`src/rtl/bcd_ascii_tx.sv`:
```
// Streams a four-digit BCD result to a byte-wide UART transmitter as ASCII,
// with optional leading-zero suppression and optional CR/LF terminator.
module bcd_ascii_tx #(
  parameter int LZ_SUPPRESS = 1,
  parameter int TERM_CRLF   = 1
) (
  input  logic        clk,
  input  logic        nrst,
  input  logic        valid,
  input  logic [15:0] bcd,
  input  logic        tx_busy,
  output logic        tx_start,
  output logic [7:0]  tx_data,
  output logic        busy,
  output logic        drop
);

  typedef enum logic [2:0] {IDLE, SCAN, SEND, WAIT_ACK, WAIT_DONE} state_t;

  localparam logic [2:0] TERM_LEN = (TERM_CRLF != 0) ? 3'd2 : 3'd0;

  state_t      state_q, state_d;
  logic [15:0] frame_q, frame_d;
  logic [2:0]  idx_q, idx_d;
  logic [2:0]  ndig_q, ndig_d;
  logic [2:0]  scan_ndig;
  logic [2:0]  next_idx;
  logic        more;
  logic        tx_start_d, busy_d, drop_d;
  logic [7:0]  tx_data_d;

  function automatic logic [7:0] to_ascii(input logic [3:0] nib);
    return (nib <= 4'd9) ? (8'h30 + {4'h0, nib}) : 8'h3F;
  endfunction

  // Character k of a frame whose digit part is ndig digits long.
  function automatic logic [7:0] char_at(input logic [2:0] k, input logic [2:0] ndig,
                                         input logic [15:0] f);
    logic [1:0] pos;
    logic [3:0] nib;
    pos = 2'(ndig - k - 3'd1);
    case (pos)
      2'd0:    nib = f[3:0];
      2'd1:    nib = f[7:4];
      2'd2:    nib = f[11:8];
      default: nib = f[15:12];
    endcase
    if (k < ndig)       return to_ascii(nib);
    else if (k == ndig) return 8'h0D;
    else                return 8'h0A;
  endfunction

  always_comb begin
    scan_ndig = 3'd4;
    if (LZ_SUPPRESS != 0) begin
      if (frame_q[15:12] != 4'h0)     scan_ndig = 3'd4;
      else if (frame_q[11:8] != 4'h0) scan_ndig = 3'd3;
      else if (frame_q[7:4] != 4'h0)  scan_ndig = 3'd2;
      else                            scan_ndig = 3'd1;
    end
  end

  assign next_idx = idx_q + 3'd1;
  assign more     = next_idx < (ndig_q + TERM_LEN);

  // NOTE: every signal written here gets a default first so no path leaves it
  // unassigned; otherwise synthesis would infer a latch.
  always_comb begin
    state_d    = state_q;
    frame_d    = frame_q;
    idx_d      = idx_q;
    ndig_d     = ndig_q;
    tx_start_d = 1'b0;
    tx_data_d  = tx_data;
    drop_d     = valid && (state_q != IDLE);
    unique case (state_q)
      IDLE: begin
        if (valid) begin
          frame_d = bcd;
          state_d = SCAN;
        end
      end
      SCAN: begin
        ndig_d  = scan_ndig;
        idx_d   = 3'd0;
        state_d = SEND;
        // Issue the first byte straight away so it appears two cycles after valid.
        if (!tx_busy) begin
          tx_start_d = 1'b1;
          tx_data_d  = char_at(3'd0, scan_ndig, frame_q);
        end
      end
      SEND: begin
        if (tx_start) begin
          state_d = WAIT_ACK;
        end else if (!tx_busy) begin
          tx_start_d = 1'b1;
          tx_data_d  = char_at(idx_q, ndig_q, frame_q);
        end
      end
      WAIT_ACK: begin
        if (tx_busy) state_d = WAIT_DONE;
      end
      WAIT_DONE: begin
        if (!tx_busy) begin
          if (more) begin
            state_d    = SEND;
            idx_d      = next_idx;
            tx_start_d = 1'b1;
            tx_data_d  = char_at(next_idx, ndig_q, frame_q);
          end else begin
            state_d = IDLE;
          end
        end
      end
      default: state_d = IDLE;
    endcase
    busy_d = (state_d != IDLE);
  end

  // NOTE: sequential state uses non-blocking assignments so all registers
  // update together from the values present before the edge.
  always_ff @(posedge clk or negedge nrst) begin
    if (!nrst) begin
      state_q  <= IDLE;
      frame_q  <= 16'h0000;
      idx_q    <= 3'd0;
      ndig_q   <= 3'd0;
      tx_start <= 1'b0;
      tx_data  <= 8'h00;
      busy     <= 1'b0;
      drop     <= 1'b0;
    end else begin
      state_q  <= state_d;
      frame_q  <= frame_d;
      idx_q    <= idx_d;
      ndig_q   <= ndig_d;
      tx_start <= tx_start_d;
      tx_data  <= tx_data_d;
      busy     <= busy_d;
      drop     <= drop_d;
    end
  end

endmodule

```
`config.mk`:
```
export PLATFORM = sky130hd
export DESIGN_NAME = bcd_ascii_tx
export DESIGN_NICKNAME = d
export VERILOG_FILES = /design/src/rtl/bcd_ascii_tx.sv
export SDC_FILE = /design/constraint.sdc
export NUM_CORES = 1
export LEC_CHECK = 0
export BUFFER_PORTS_ARGS = -buffer_cell sky130_fd_sc_hd__buf_2
export CAP_MARGIN = 10
export CORE_UTILIZATION = 60
export DETAILED_ROUTE_END_ITERATION = 10
export PLACE_DENSITY_LB_ADDON = 0.08
export SLEW_MARGIN = 20
export SYNTH_ARGS = -nofsm -noshare
export SYNTH_HDL_FRONTEND = slang
export SYNTH_SLANG_ARGS = --single-unit
```
`constraint.sdc`:
```
create_clock -name clk -period 5.5 [get_ports clk]
set_clock_uncertainty 0.05 [all_clocks]
set_input_delay 0 -clock clk [delete_from_list [all_inputs] [get_ports clk]]
set_output_delay 0 -clock clk [all_outputs]
set_load 0.005 [all_outputs]
```
# ---- Word-level counts from Yosys, hierarchy flattened
# Cells that the tools add are included.
dict set report totals {
  regBits 36
  input_bits 20
  output_inout_bits 11
  word_cells 101
}
dict set report classes {
  addsub 10
  magnitude_cmp 7
  eq_ne 17
  mux 43
  reduce_logical 16
}
# operator n
set ops {}
lappend ops {{2-to-1 mux 7 bit} 6}
lappend ops {{2-to-1 mux 8 bit} 5}
lappend ops {{one-hot mux 4 bit (3 select lines)} 3}
lappend ops {{2-to-1 mux 4 bit} 8}
lappend ops {{2-to-1 mux 3 bit} 10}
lappend ops {{one-hot mux 8 bit (3 select lines)} 1}
lappend ops {{adder 6 x 4 -> 7 bit, first input constant} 3}
lappend ops {{one-hot mux 3 bit (5 select lines)} 1}
lappend ops {{less-or-equal comparator 4 bit, second input constant} 3}
lappend ops {{nonzero test 4 bit} 3}
lappend ops {{inequality test 2 bit, second input constant} 5}
lappend ops {{< comparator 3 bit} 3}
lappend ops {{nonzero test 3 bit} 3}
lappend ops {{== test 2 x 1 -> 1 bit, second input constant} 3}
lappend ops {{== test 2 bit, second input constant} 3}
lappend ops {{== test 3 x 2 -> 1 bit, second input constant} 2}
lappend ops {{== test 3 bit} 2}
lappend ops {{zero test 2 bit} 3}
lappend ops {{zero test 3 bit} 2}
lappend ops {{2-to-1 mux 2 bit} 3}
lappend ops {{one-hot mux 3 bit (2 select lines)} 1}
lappend ops {{AND reduction 6 bit} 1}
lappend ops {{subtractor 2 x 1 -> 2 bit, second input constant} 3}
lappend ops {{2-to-1 mux 1 bit} 4}
lappend ops {{11 further kinds} 12}

# ---- Logic depth before layout (Yosys ltp)
dict set report logic_depth {
  ltp_word 14
  depth_mapped 9
  mapped_depth_nobuf 9
}

# ---- Worst setup path after synthesis
# No wires, ideal clock.
dict set report synth_path {
  path_kind {register -> register}
  start {register idx_q[0]}
  end {register tx_data[0]}
  setup_time_ps 140
  t_arrival_ps 2466
  required_ps 5310
  slack_ps 2844
  path_stages_with_launch 8
  n_path_buf 0
  synth_period_minus_slack_ps 2656
  path_cell_list {dfrtp_1 > ha_1 > ha_1 > xor2_2 > mux4_1 > o21a_1 > o31ai_1 > a41oi_1}
}
dict set report synth_via {
  elab_chain_len 14
  elab_cells_between_ends 41
  classes_between {add/sub (7); order compare (5); eq/ne (7); mux (19); reduce/logical (3)}
}
# element line_no
set synth_lines {}
lappend synth_lines {{from (decl)} 24} ;# logic [2:0] idx_q, idx_d;
lappend synth_lines {{from (signal assigned)} 136} ;# idx_q <= idx_d;
lappend synth_lines {{adder 3 x 1 -> 3 bit} 63} ;# assign next_idx = idx_q + 3'd1;
lappend synth_lines {{subtractor 2 bit} 41} ;# pos = 2'(ndig - k - 3'd1);
lappend synth_lines {{subtractor 2 x 1 -> 2 bit} 41}
lappend synth_lines {{== test 2 bit (tied with other cells)} 42} ;# case (pos)
lappend synth_lines {{one-hot mux 4 bit (3 select lines)} 42}
lappend synth_lines {{2-to-1 mux 4 bit} 106} ;# if (more) begin
lappend synth_lines {{2-to-1 mux 4 bit} 105} ;# if (!tx_busy) begin
lappend synth_lines {{2-to-1 mux 4 bit} 76} ;# unique case (state_q)
lappend synth_lines {{adder 6 x 4 -> 7 bit or less-or-equal comparator 4 bit (tied branches)} 33} ;# return (nib <= 4'd9) ? (8'h30 + {4'h0, nib}) : 8'h3F;
lappend synth_lines {{2-to-1 mux 7 bit} 33}
lappend synth_lines {{2-to-1 mux 7 bit} 48} ;# if (k < ndig) return to_ascii(nib);
lappend synth_lines {{2-to-1 mux 8 bit} 106}
lappend synth_lines {{2-to-1 mux 8 bit} 105}
lappend synth_lines {{one-hot mux 8 bit (3 select lines)} 76}
lappend synth_lines {{to (signal assigned)} 139} ;# tx_data <= tx_data_d;
lappend synth_lines {{to (decl)} 13} ;# output logic [7:0] tx_data,
# Parallel ways exist; a longest one is shown, timed or not. The select of a mux whose other input is x is not followed.
# A chain may end at the register's enable or synchronous reset.

# ---- Worst setup path in the final report
# Same ends and word-level chain as after synthesis.

==> flow_summary_export.csv <==
group,metric,value,unit
status,status,"completed",
floorplan,dieArea,3890,um2
yosys,synthesis.area,2190,um2
timing,fmax,0.349,GHz
critical_path,cp_max_fo,5,
timing,slew_violations,0,
power_and_ir_drop,p_leak,0.00115,uW
clock_tree,clkLatencyLatePin,0.34,ns
hold_path,hold_class,"primary input to asynchronous set/reset pin",
finish,n_fill_cell,257,
timing,fin_ws,2.64,ns
place,place_hpwl,3.62,mm
detailed_routing,ant_nets,0,
clock_tree,clk_pin_slew,0.10,ns
place,io_buffer_count,28,
power_and_ir_drop,pwr-share-seq,32.5,%
finish,layout.nets,293,
yosys,netlist_instances,220,
critical_path,startpoint_type,"flop",
floorplan,ios,31,
yosys,synth-edff-count,0,
grt,grt_overflow_total,0,
place,gp_congestion,0.980,
power_and_ir_drop,pwr-share-clk,12.2,%
timing,rsz0062_at_grt,"false",
place,numPlacedInstances,284,
detailed_routing,drt-wirelength-per-cell,17.0,um
flow_run,maxCapViolCount,0,
finish,syn_to_final_growth,19.1,%
detailed_routing,via_per_inst,6.20,
detailed_routing,num_vias,1929,
critical_path,crit_family,"adder cells",
floorplan,die_h,62.4,um
clock_tree,post-cts-setup-buffers,0,
critical_path,cpPeakStageDelay,0.62,ns
finish,drive_above_1_share,23.0,%
grt,antenna_found_initial,0,
power_and_ir_drop,p_total,1570,uW
detailed_routing,wl,5.30,mm
power_and_ir_drop,power_switching,677,uW
yosys,synth_seq_cells,33,
grt,first_global_vias,2008,
power_and_ir_drop,combPwrFrac,55.4,%
detailed_routing,drc_errors,0,
clock_tree,cts_inserted_buffers,5,
floorplan,die_x,62.4,um
yosys,async_reset_ff_share,100,%
floorplan,floorplan.initialDensity,64.1,%
critical_path,worstPathArrival,3.00,ns
floorplan,fp-row-count,21,
timing,setup_viol,0,
power_and_ir_drop,peakVddDrop,326,uV
critical_path,crit_slowest_cell,"mux4_1",
timing,whs,0.191,ns
critical_path,required,5.64,ns
place,dp_slack,2.64,ns
timing,setup-tns-final,0,ns
critical_path,path_common_cell,"ha_1",
timing,period_needed,2.86,ns
critical_path,path_cells,"ha_1 -> ha_1 -> xor2_2 -> mux4_1 -> o21a_1 -> o31ai_1 -> a41oi_1",
timing,hold_viol,0,
finish,instances_no_fill,311,
timing,maxSlewHeadroom,47.1,%
clock_tree,cts-root-buf,"clkbuf_4",
yosys,synth_warnings,0,
yosys,yosysSeqAreaShare,37.7,%
critical_path,setup.worst_path.class,"flop to flop",
grt,grt_max_degree,34,
clock_tree,cts_tree,"yes",
clock_tree,clock_sinks,33,
yosys,ys_types,50,
finish,n_antenna_cell,0,
power_and_ir_drop,p_sw_share,43.0,%
critical_path,crit_path_end_kind,"flop",
clock_tree,cts_max_level,2,
timing,worst_slew_pin_slew,0.793,ns
yosys,synth.avg_cell_area,9.95,um2
clock_tree,clockBufferDepth,2,
power_and_ir_drop,internal_power,896,uW
yosys,synthFlopType,"dfrtp_1",
grt,grt_pass1_wl,9.30,mm
detailed_routing,drtIter0Drc,120,
floorplan,core,3420,um2
critical_path,cp_num_buf_inv,0,
timing,fin_crit_sh,52.1,%
grt,grt_use_total,30.7,%
power_and_ir_drop,power_density,603,nW/um2
detailed_routing,detail_route.first_pass.iterations,5,
## sequential cells by signal, summed over array words and instances (netlist names)
signal	cells
ndig_q	3
drop	1
busy	1
frame_q	16
idx_q	3
tx_start	1
tx_data	5
state_q	3
## final cells by class
cell class / count / area, um2 / area share (%)
Timing Repair Buffer: 47 / 330 / 12.7
Multi-Input combinational cell: 168 / 1270 / 48.9
Inverter: 9 / 33.8 / 1.30
Clock inverter: 1 / 30.0 / 1.15
Tap cell: 46 / 57.6 / 2.21
Clock buffer: 7 / 55.1 / 2.11
Sequential cell: 33 / 826 / 31.7
## power by group through the flow
stage | Sequential (uW) | Combinational [uW] | Clock [uW]
detailed placement | 506 | 842 | 0
finish | 511 | 871 | 191
floorplan | 449 | 705 | 0
CTS | 500 | 860 | 192
global placement | 495 | 817 | 0
global route | 522 | 962 | 206
## final timing paths
kind | startpoint | end | slack (ns) | cells past startpoint
max | idx_q[0]$_DFFE_PN0P_ | tx_data[0]$_DFFE_PN0P_ | 2.64 | 7
min | nrst | tx_data[1]$_DFFE_PN0P_ | 0.19 | 2
max reg2reg | idx_q[0]$_DFFE_PN0P_ | tx_data[0]$_DFFE_PN0P_ | 2.64 | 7
min reg2reg | tx_data[2]$_DFFE_PN0P_ | tx_data[2]$_DFFE_PN0P_ | 0.44 | 1
max in group asynchronous | nrst | frame_q[7]$_DFFE_PN0P_ | 4.74 | 2
min in group clk | bcd[7] | frame_q[7]$_DFFE_PN0P_ | 0.36 | 4
## what timing repair did
item,in CTS,in global routing
hold endpoints to repair,55,0
resized for setup,0,0
hold buffers,19,0
setup endpoints to repair,0,0
## cells in the mapped netlist, drive strengths merged (3+ instances only)
| cell | count | area (um2) |
|---|---|---|
| o21ai | 21 | 105 |
| clkbuf | 5 | 18.8 |
| dfrtp | 33 | 826 |
| mux4 | 10 | 240 |
| and2 | 3 | 18.8 |
| nand3 | 3 | 15.0 |
| buf | 6 | 40.0 |
| nor2 | 16 | 60.1 |
| nand2b | 5 | 31.3 |
| mux2 | 12 | 135 |
| nor2b | 3 | 18.8 |
| o21a | 3 | 22.5 |
| a21oi | 17 | 85.1 |
| inv | 9 | 33.8 |
| nand2 | 24 | 90.1 |
| ha | 9 | 113 |
| a31oi | 6 | 37.5 |
## stage by stage
step	utilization (%)	instance area, um2
after floorplan	-	2190
after global placement	68.2	2330
after detailed placement	68.2	2330
after CTS	76.3	2610
after global routing	76.3	2610
final	76.3	2610
## worst register-to-register path: stages (launching register included)
cell     delay (ns)
dfrtp_1        0.44
ha_1           0.36
ha_1           0.36
xor2_2         0.35
mux4_1         0.62
o21a_1         0.20
o31ai_1        0.19
a41oi_1        0.13
## cell families after synthesis
| group | synth area share, % |
|---|---|
| simple gates | 15.1 |
| compound gates | 18.2 |
| flops | 37.7 |
| mux | 17.2 |
| buf+inv | 4.23 |
| fa+ha+maj | 5.15 |
| xor+xnor | 2.29 |
| other cells | 0.171 |
## routing by layer
layer	vias to the layer above	GRT usage, %	share of wire (%)
li1	887	-	-
met1	918	34.1	38
met2	104	58.1	53
met3	20	5.47	5.7
met4	0	11.3	3.2
met5	-	0	0
## cells in the final DEF (no fill, tap or decap), drive strengths merged, types with 2 or more instances in the layout
cell type    synthesis  layout
inv                  9       9
nor2b                3       3
o21a                 3       3
a21o                 2       2
xor2                 2       2
conb                 1       2
buf                  6      28
and3                 2       2
a21oi               17      17
ha                   9       9
or2                  2       2
nor4                 2       2
dfrtp               33      33
nor2                16      16
xnor2                2       2
mux2                12      12
dlygate4sd3          0      19
nand2               24      24
a31oi                6       6
a211oi               2       2
or3b                 2       2
o22ai                2       2
clkbuf               5       7
mux4                10      10
nand3                3       3
nand2b               5       5
and2                 3       3
o21ai               21      21
o31ai                2       2
Note: power is estimated with default switching activity, not from simulation.
